$ cat src/rtl/dispatch_pkg.sv
// Shared definitions for the 8-way dispatcher.
// Holds the channel count, the select width, the mode encodings and the
// holding-register state encoding used by the dispatcher and its helpers.
package dispatch_pkg;

    localparam int NCH   = 8;
    localparam int SEL_W = 3;

    localparam logic MODE_RR  = 1'b0;
    localparam logic MODE_DIR = 1'b1;

    typedef enum logic {
        ST_EMPTY = 1'b0,
        ST_FULL  = 1'b1
    } state_e;

endpackage

$ cat src/rtl/dmux8way.sv
// 1-bit, 8-way demultiplexor (Hack DMux8Way).
// Ports:
//   in_i       : bit to steer
//   sel_i[2:0] : output that receives in_i
//   a_o..h_o   : outputs for sel 0..7; the unselected outputs are 0
module dmux8way (
    input  logic       in_i,
    input  logic [2:0] sel_i,
    output logic       a_o,
    output logic       b_o,
    output logic       c_o,
    output logic       d_o,
    output logic       e_o,
    output logic       f_o,
    output logic       g_o,
    output logic       h_o
);

    assign a_o = in_i & (sel_i == 3'd0);
    assign b_o = in_i & (sel_i == 3'd1);
    assign c_o = in_i & (sel_i == 3'd2);
    assign d_o = in_i & (sel_i == 3'd3);
    assign e_o = in_i & (sel_i == 3'd4);
    assign f_o = in_i & (sel_i == 3'd5);
    assign g_o = in_i & (sel_i == 3'd6);
    assign h_o = in_i & (sel_i == 3'd7);

endmodule

$ cat src/rtl/rr_pick8.sv
// Round-robin picker over eight channels (combinational).
// Ports:
//   mask_i[7:0] : channels that are eligible
//   ptr_i[2:0]  : channel picked last time; the scan starts just after it
//   pick_o[2:0] : first eligible channel at ptr_i+1, ptr_i+2, ... (cyclic)
//   any_o       : at least one channel is eligible (pick_o valid)
module rr_pick8
    import dispatch_pkg::*;
(
    input  logic [NCH-1:0]   mask_i,
    input  logic [SEL_W-1:0] ptr_i,
    output logic [SEL_W-1:0] pick_o,
    output logic             any_o
);

    logic [SEL_W-1:0] idx_s;

    // Cyclic scan; the 3-bit add wraps 7->0 and offset 8 lands back on ptr_i.
    always_comb begin
        pick_o = 3'd0;
        any_o  = 1'b0;
        idx_s  = 3'd0;
        for (int k = 1; k <= NCH; k++) begin
            idx_s = ptr_i + k[SEL_W-1:0];
            if (!any_o && mask_i[idx_s]) begin
                pick_o = idx_s;
                any_o  = 1'b1;
            end else begin
                any_o  = any_o;
            end
        end
    end

endmodule

$ cat src/rtl/dmux8way_dispatcher.sv
// One-word dispatcher sharing a producer stream among eight consumers.
// A word accepted over in_valid/in_ready is held in a single register and
// offered to exactly one consumer (dest) until that consumer takes it.
// The destination is picked round-robin over en_mask (mode 0) or taken from
// in_sel (mode 1); a directed word aimed at a disabled channel is discarded
// and reported with a one-cycle drop pulse.
// Ports:
//   clk, reset          : clock, asynchronous active-high reset
//   mode                : 0 = round-robin, 1 = directed by in_sel
//   en_mask[7:0]        : channels allowed to receive
//   in_data/in_sel      : producer word and its directed channel
//   in_valid/in_ready   : producer handshake
//   out_data            : held word, broadcast to all consumers
//   out_valid[7:0]      : one-hot valid for channel dest, 0 when empty
//   out_ready[7:0]      : consumer ready, only out_ready[dest] matters
//   dest, busy          : channel of the held word, holding register full
//   drop                : directed word to a disabled channel was discarded
//   count               : number of delivered words (wrapping)
module dmux8way_dispatcher
    import dispatch_pkg::*;
#(
    parameter int WIDTH = 16,
    parameter int CNT_W = 16
) (
    input  logic              clk,
    input  logic              reset,
    input  logic              mode,
    input  logic [NCH-1:0]    en_mask,
    input  logic [WIDTH-1:0]  in_data,
    input  logic [SEL_W-1:0]  in_sel,
    input  logic              in_valid,
    output logic              in_ready,
    output logic [WIDTH-1:0]  out_data,
    output logic [NCH-1:0]    out_valid,
    input  logic [NCH-1:0]    out_ready,
    output logic [SEL_W-1:0]  dest,
    output logic              busy,
    output logic              drop,
    output logic [CNT_W-1:0]  count
);

    state_e             state_q, state_d;
    logic [WIDTH-1:0]   data_q, data_d;
    logic [SEL_W-1:0]   dest_q, dest_d;
    logic [SEL_W-1:0]   rr_ptr_q, rr_ptr_d;
    logic               drop_q, drop_d;
    logic [CNT_W-1:0]   count_q, count_d;

    logic [SEL_W-1:0]   rr_pick_s;
    logic               rr_any_s;
    logic               deliver_s;
    logic               accept_s;
    logic               keep_s;
    logic [SEL_W-1:0]   target_s;

    rr_pick8 u_pick (
        .mask_i (en_mask),
        .ptr_i  (rr_ptr_q),
        .pick_o (rr_pick_s),
        .any_o  (rr_any_s)
    );

    dmux8way u_fanout (
        .in_i  (busy),
        .sel_i (dest_q),
        .a_o   (out_valid[0]),
        .b_o   (out_valid[1]),
        .c_o   (out_valid[2]),
        .d_o   (out_valid[3]),
        .e_o   (out_valid[4]),
        .f_o   (out_valid[5]),
        .g_o   (out_valid[6]),
        .h_o   (out_valid[7])
    );

    assign busy     = (state_q == ST_FULL);
    assign out_data = data_q;
    assign dest     = dest_q;
    assign drop     = drop_q;
    assign count    = count_q;

    assign deliver_s = busy & out_ready[dest_q];
    // Round-robin with nothing enabled stalls the producer; rr_any_s is
    // exactly en_mask != 0.
    assign in_ready  = (~busy | deliver_s) & ~((mode == MODE_RR) & ~rr_any_s);
    assign accept_s  = in_valid & in_ready;
    // A directed word survives only if its channel is enabled.
    assign keep_s    = accept_s & ((mode == MODE_RR) | en_mask[in_sel]);
    assign target_s  = (mode == MODE_RR) ? rr_pick_s : in_sel;

    // Next-state computation for the holding register and bookkeeping.
    always_comb begin
        state_d  = state_q;
        data_d   = data_q;
        dest_d   = dest_q;
        rr_ptr_d = rr_ptr_q;
        drop_d   = accept_s & ~keep_s;
        count_d  = deliver_s ? (count_q + CNT_W'(1'b1)) : count_q;

        if (keep_s) begin
            state_d = ST_FULL;
            data_d  = in_data;
            dest_d  = target_s;
        end else if (deliver_s) begin
            state_d = ST_EMPTY;
        end else begin
            state_d = state_q;
        end

        if (accept_s && (mode == MODE_RR)) begin
            rr_ptr_d = rr_pick_s;
        end else begin
            rr_ptr_d = rr_ptr_q;
        end
    end

    // State registers; rr_ptr resets to 7 so the first round-robin pick is 0.
    always_ff @(posedge clk or posedge reset) begin
        if (reset) begin
            state_q  <= ST_EMPTY;
            data_q   <= {WIDTH{1'b0}};
            dest_q   <= 3'd0;
            rr_ptr_q <= 3'd7;
            drop_q   <= 1'b0;
            count_q  <= {CNT_W{1'b0}};
        end else begin
            state_q  <= state_d;
            data_q   <= data_d;
            dest_q   <= dest_d;
            rr_ptr_q <= rr_ptr_d;
            drop_q   <= drop_d;
            count_q  <= count_d;
        end
    end

endmodule
$ cat config.mk
export PLATFORM = sky130hd
export DESIGN_NAME = dmux8way_dispatcher
export DESIGN_NICKNAME = d
export VERILOG_FILES = /design/src/rtl/dispatch_pkg.sv /design/src/rtl/dmux8way.sv /design/src/rtl/rr_pick8.sv /design/src/rtl/dmux8way_dispatcher.sv
export SDC_FILE = /design/constraint.sdc
export NUM_CORES = 1
export LEC_CHECK = 0
export BUFFER_PORTS_ARGS = -buffer_cell sky130_fd_sc_hd__buf_4
export CAP_MARGIN = 20
export CORE_MARGIN = 1
export CORE_UTILIZATION = 30
export CTS_CLUSTER_SIZE = 12
export DETAILED_ROUTE_END_ITERATION = 12
export HOLD_SLACK_MARGIN = 0.08
export SLEW_MARGIN = 0
export SYNTH_ARGS = -nofsm -noshare
export SYNTH_HDL_FRONTEND = slang
export SYNTH_SLANG_ARGS = --single-unit
$ cat constraint.sdc
create_clock -name clk -period 4.8 [get_ports clk]
set_input_delay 1.44 -clock clk [delete_from_list [all_inputs] [get_ports clk]]
set_output_delay 1.44 -clock clk [all_outputs]
set_load 0.05 [all_outputs]
==> flow_results.xml <==
<?xml version="1.0" encoding="UTF-8"?>
<metrics>
  <group name="outcome">
    <metric name="result_of_the_run" unit="">completed</metric>
  </group>
  <group name="synth">
    <metric name="synthXorXnorAreaFrac" unit="">0.0585</metric>
    <metric name="synth_top_family_by_area" unit="">simple AND/OR/NAND/NOR gates</metric>
    <metric name="yosysSeqAreaShare" unit="">0.353</metric>
    <metric name="simple_gate_fraction_of_synth_area" unit="">0.224</metric>
    <metric name="syn-cell-area" unit="um^2">2840</metric>
    <metric name="post_synth_fa_ha_maj_area_fraction" unit="">0.0132</metric>
    <metric name="synth-seq-cells" unit="">40</metric>
    <metric name="synth-edff-count" unit="">0</metric>
    <metric name="muxShareOfSynthArea" unit="">0.192</metric>
    <metric name="synthesis.nets" unit="">336</metric>
    <metric name="yosysWarnings" unit="">0</metric>
    <metric name="synth-async-reset-ratio" unit="">1.00</metric>
    <metric name="synth_compound_gate_area_share" unit="">0.0889</metric>
    <metric name="synthCells" unit="">294</metric>
    <metric name="postSynthAreaPerCell" unit="um^2">9.67</metric>
    <metric name="postSynth.topFlopCell" unit="">dfrtp_1</metric>
    <metric name="ys_types" unit="">60</metric>
  </group>
  <group name="floorplanning">
    <metric name="num_io_pins" unit="">85</metric>
    <metric name="die-height" unit="um">99.3</metric>
    <metric name="die_w" unit="um">99.3</metric>
    <metric name="design.die.area" unit="um^2">9870</metric>
    <metric name="placeableCoreArea" unit="um^2">9200</metric>
    <metric name="floorplan.initialDensity" unit="">0.309</metric>
    <metric name="floorplan.rows" unit="">35</metric>
  </group>
  <group name="worst_setup_path">
    <metric name="crit_path_max_incr_delay" unit="ps">540</metric>
    <metric name="worstPathArrival" unit="ps">3180</metric>
    <metric name="worstPathCellList" unit="">buf_4, mux4_2, mux2_2, nor3_1, nand3_4, and2_1, buf_4</metric>
    <metric name="cp_num_cells" unit="">7</metric>
    <metric name="crit_path_start_kind" unit="">input port</metric>
    <metric name="end_kind" unit="">output pin</metric>
    <metric name="cp.buffers_inverters" unit="">2</metric>
    <metric name="cp_data_required_time" unit="ps">3360</metric>
    <metric name="cp_top_family" unit="">multiplexers</metric>
    <metric name="rr_worst_depth" unit="">12</metric>
    <metric name="critical_path.most_common_cell" unit="">buf_4</metric>
    <metric name="critPathMaxFanout" unit="">6</metric>
    <metric name="timing.critical_path.slowest_stage_cell" unit="">mux4_2</metric>
    <metric name="critical_path_class" unit="">in2out</metric>
  </group>
  <group name="drt">
    <metric name="drcViolationCount" unit="">0</metric>
    <metric name="route.final.wire_length" unit="um">6960</metric>
    <metric name="drt-vias-per-instance" unit="">4.98</metric>
    <metric name="ant_nets" unit="">0</metric>
    <metric name="first_pass_iters" unit="">4</metric>
    <metric name="detailroute.via_count" unit="">2429</metric>
    <metric name="wl_per_cell" unit="um">14.3</metric>
    <metric name="drt-initial-drc-count" unit="">87</metric>
  </group>
  <group name="place">
    <metric name="number_of_port_buffers" unit="">84</metric>
    <metric name="placed_area" unit="um^2">3540</metric>
    <metric name="detailed_placement_hpwl" unit="um">5440</metric>
    <metric name="gp_congestion" unit="">0.874</metric>
  </group>
  <group name="sta">
    <metric name="setup_viol" unit="">0</metric>
    <metric name="rsz0062_at_grt" unit="">false</metric>
    <metric name="max_slew.worst_pin.slew" unit="ps">658</metric>
    <metric name="finalWorstPathRequiredPeriod" unit="ps">4620</metric>
    <metric name="worst_clock_skew" unit="ps">5.04</metric>
    <metric name="final-hold-violation-count" unit="">0</metric>
    <metric name="clock.fmax" unit="MHz">216</metric>
    <metric name="fin_tns_setup" unit="ps">0</metric>
    <metric name="min_period_over_period" unit="">0.963</metric>
    <metric name="slew_viol_final" unit="">0</metric>
    <metric name="slew_margin_rel" unit="">0.560</metric>
  </group>
  <group name="grt">
    <metric name="grt_start_max_net_pins" unit="">41</metric>
    <metric name="overflow" unit="">0</metric>
    <metric name="grtUsageTotal" unit="">0.148</metric>
    <metric name="antenna_found_initial" unit="">0</metric>
    <metric name="via_count_of_the_first_global_routing_pass" unit="">2373</metric>
    <metric name="global_route_wire_length_before_repair" unit="um">11500</metric>
  </group>
  <group name="clock_network">
    <metric name="clock_insertion_delay_worst_skew" unit="ps">290</metric>
    <metric name="cts_inserted_buffers" unit="">5</metric>
    <metric name="cts_tree" unit="">built</metric>
    <metric name="root_buffer" unit="">clkbuf_8</metric>
    <metric name="cts_hold_buf" unit="">0</metric>
    <metric name="cts_setup_buffers" unit="">0</metric>
    <metric name="worst_setup_hold_path_clk_slew" unit="ps">70</metric>
    <metric name="clock_sinks" unit="">40</metric>
    <metric name="cts.htree.levels" unit="">2</metric>
    <metric name="ctsLongestPathBuffers" unit="">2</metric>
    <metric name="cts_resized" unit="">0</metric>
  </group>
  <group name="finish">
    <metric name="num-nets-final" unit="">419</metric>
    <metric name="n_antenna_cell" unit="">0</metric>
    <metric name="final_cell_area" unit="um^2">3620</metric>
    <metric name="drive_above_1_share" unit="">0.366</metric>
    <metric name="n_fill_cell" unit="">931</metric>
    <metric name="areaGrowthSynthToFinish" unit="%">27.3</metric>
  </group>
  <group name="power_and_ir_drop">
    <metric name="p_per_area" unit="nW/um^2">800</metric>
    <metric name="p_leak" unit="nW">1.72</metric>
    <metric name="irDropWorstVdd" unit="mV">0.273</metric>
  </group>
  <group name="min_path">
    <metric name="worst_hold_path_stage_count" unit="">2</metric>
    <metric name="hp-class" unit="">reg2reg</metric>
  </group>
  <group name="job">
    <metric name="max_cap_viol_count" unit="">0</metric>
  </group>
</metrics>
[synthesized netlist by cell type, drive strengths merged (2+ instances only)]
cell,number,area (um^2)
nand2,71,267
dfrtp,37,926
nor2,21,81.3
buf,18,150
mux2i,14,160
mux4,13,300
nand3,12,72.6
xnor2,12,105
o21ai,10,50.0
mux2,7,86.3
xor2,7,61.3
inv,6,22.5
nor3,6,30.0
a21oi,5,25.0
and3,5,37.5
a211oi,4,30.0
clkbuf,4,26.3
nand2b,4,25.0
nand4,4,31.3
dfstp,3,78.8
ha,3,37.5
o211ai,3,27.5
a2111oi,2,23.8
and4,2,20.0
nor2b,2,12.5
nor4,2,12.5
or2b,2,15.0
[area by class of cell]
class	instances	area, um^2	area share
multi-input combinational	226	1640	0.453
timing repair buffer	98	736	0.203
tap	111	139	0.0384
sequential	40	1000	0.278
clock buffer	6	72.6	0.0201
clock inverter	1	5.00	0.00138
inverter	6	22.5	0.00622
[cell usage in the layout (no fill, tap or decap), types with 2 or more instances in the layout]
master	count
xor2_1	7
o211ai_1	2
nor2_1	20
dfstp_2	3
xnor2_1	12
or2b_1	2
nor3_1	6
o21ai_1	3
nand3_1	11
a211oi_1	4
nand4_1	3
clkbuf_8	5
and3_1	3
ha_1	3
mux2_4	2
mux4_1	2
nor2b_1	2
dfrtp_1	37
buf_4	98
nand2_1	71
mux2_2	4
mux4_2	11
nand2b_1	4
o21ai_0	7
nor4_1	2
a21oi_1	5
mux2i_2	2
mux2i_1	11
inv_1	6
[where the power goes]
part / switching [W] / leakage (nW) / internal [W]
Combinational: 0.00126 / 1.18 / 0.000831
Clock: 0.000108 / 0.0410 / 0.0000988
Sequential: 0.000128 / 0.500 / 0.000466
Total: 0.00150 / 1.72 / 0.00140
[worst reg2reg max path, delay by kind of cell (launching register included)]
kind | cells | cell delay (ps)
multiplexers | 2 | 500
AND/OR/NAND/NOR | 1 | 50
buffers and inverters | 4 | 620
flip-flops | 1 | 530
AO/OA/AOI/OAI | 4 | 820
adder cells (fa/ha/maj) | 1 | 380
[layer usage]
| metal | track usage | share of wire | vias to the layer above |
|---|---|---|---|
| met4 | 0.0792 | 0.039 | 0 |
| li1 | - | - | 1190 |
| met5 | 0 | 0 | - |
| met3 | 0.0274 | 0.044 | 22 |
| met2 | 0.240 | 0.48 | 82 |
| met1 | 0.187 | 0.43 | 1135 |
[stage by stage]
stage / power (W) / util / hold slack, ps / cells / setup slack, ps
after floorplan: 0.00218 / - / 741 / 294 / 362
after global placement: 0.00269 / 0.385 / 462 / 481 / 190
after detailed placement: 0.00269 / 0.385 / 467 / 481 / 174
after CTS: 0.00291 / 0.393 / 486 / 488 / 169
after global routing: 0.00310 / 0.393 / 503 / 488 / 123
final: 0.00290 / 0.393 / 482 / 488 / 177
[path summary, 6_finish.rpt]
path | endpoint | slack, ps | start
max in group asynchronous | rr_ptr_q[0] | 3160 | reset
min in group asynchronous | out_data[2] | 1270 | reset
worst max register to register | dest[1] | 1790 | rr_ptr_q[1]
worst min-delay path | out_data[5] | 480 | out_data[5]
worst min register to register | out_data[5] | 480 | out_data[5]
worst max-delay path | in_ready | 180 | en_mask[7]
[state kept, by name, indices dropped and copies added (netlist names)]
register,cells
busy,1
dest,3
rr_ptr_q,3
drop,1
out_data,16
count,16
[kinds of logic (layout without fill, tap and decap cells)]
kind of cell / Yosys count / after routing
compound gates: 35 / 35
simple gates: 135 / 135
mux: 34 / 34
xor+xnor: 19 / 19
fa+ha+maj: 3 / 3
flops: 40 / 40
buf+inv: 28 / 111
Power figures use the tool's default switching activity.
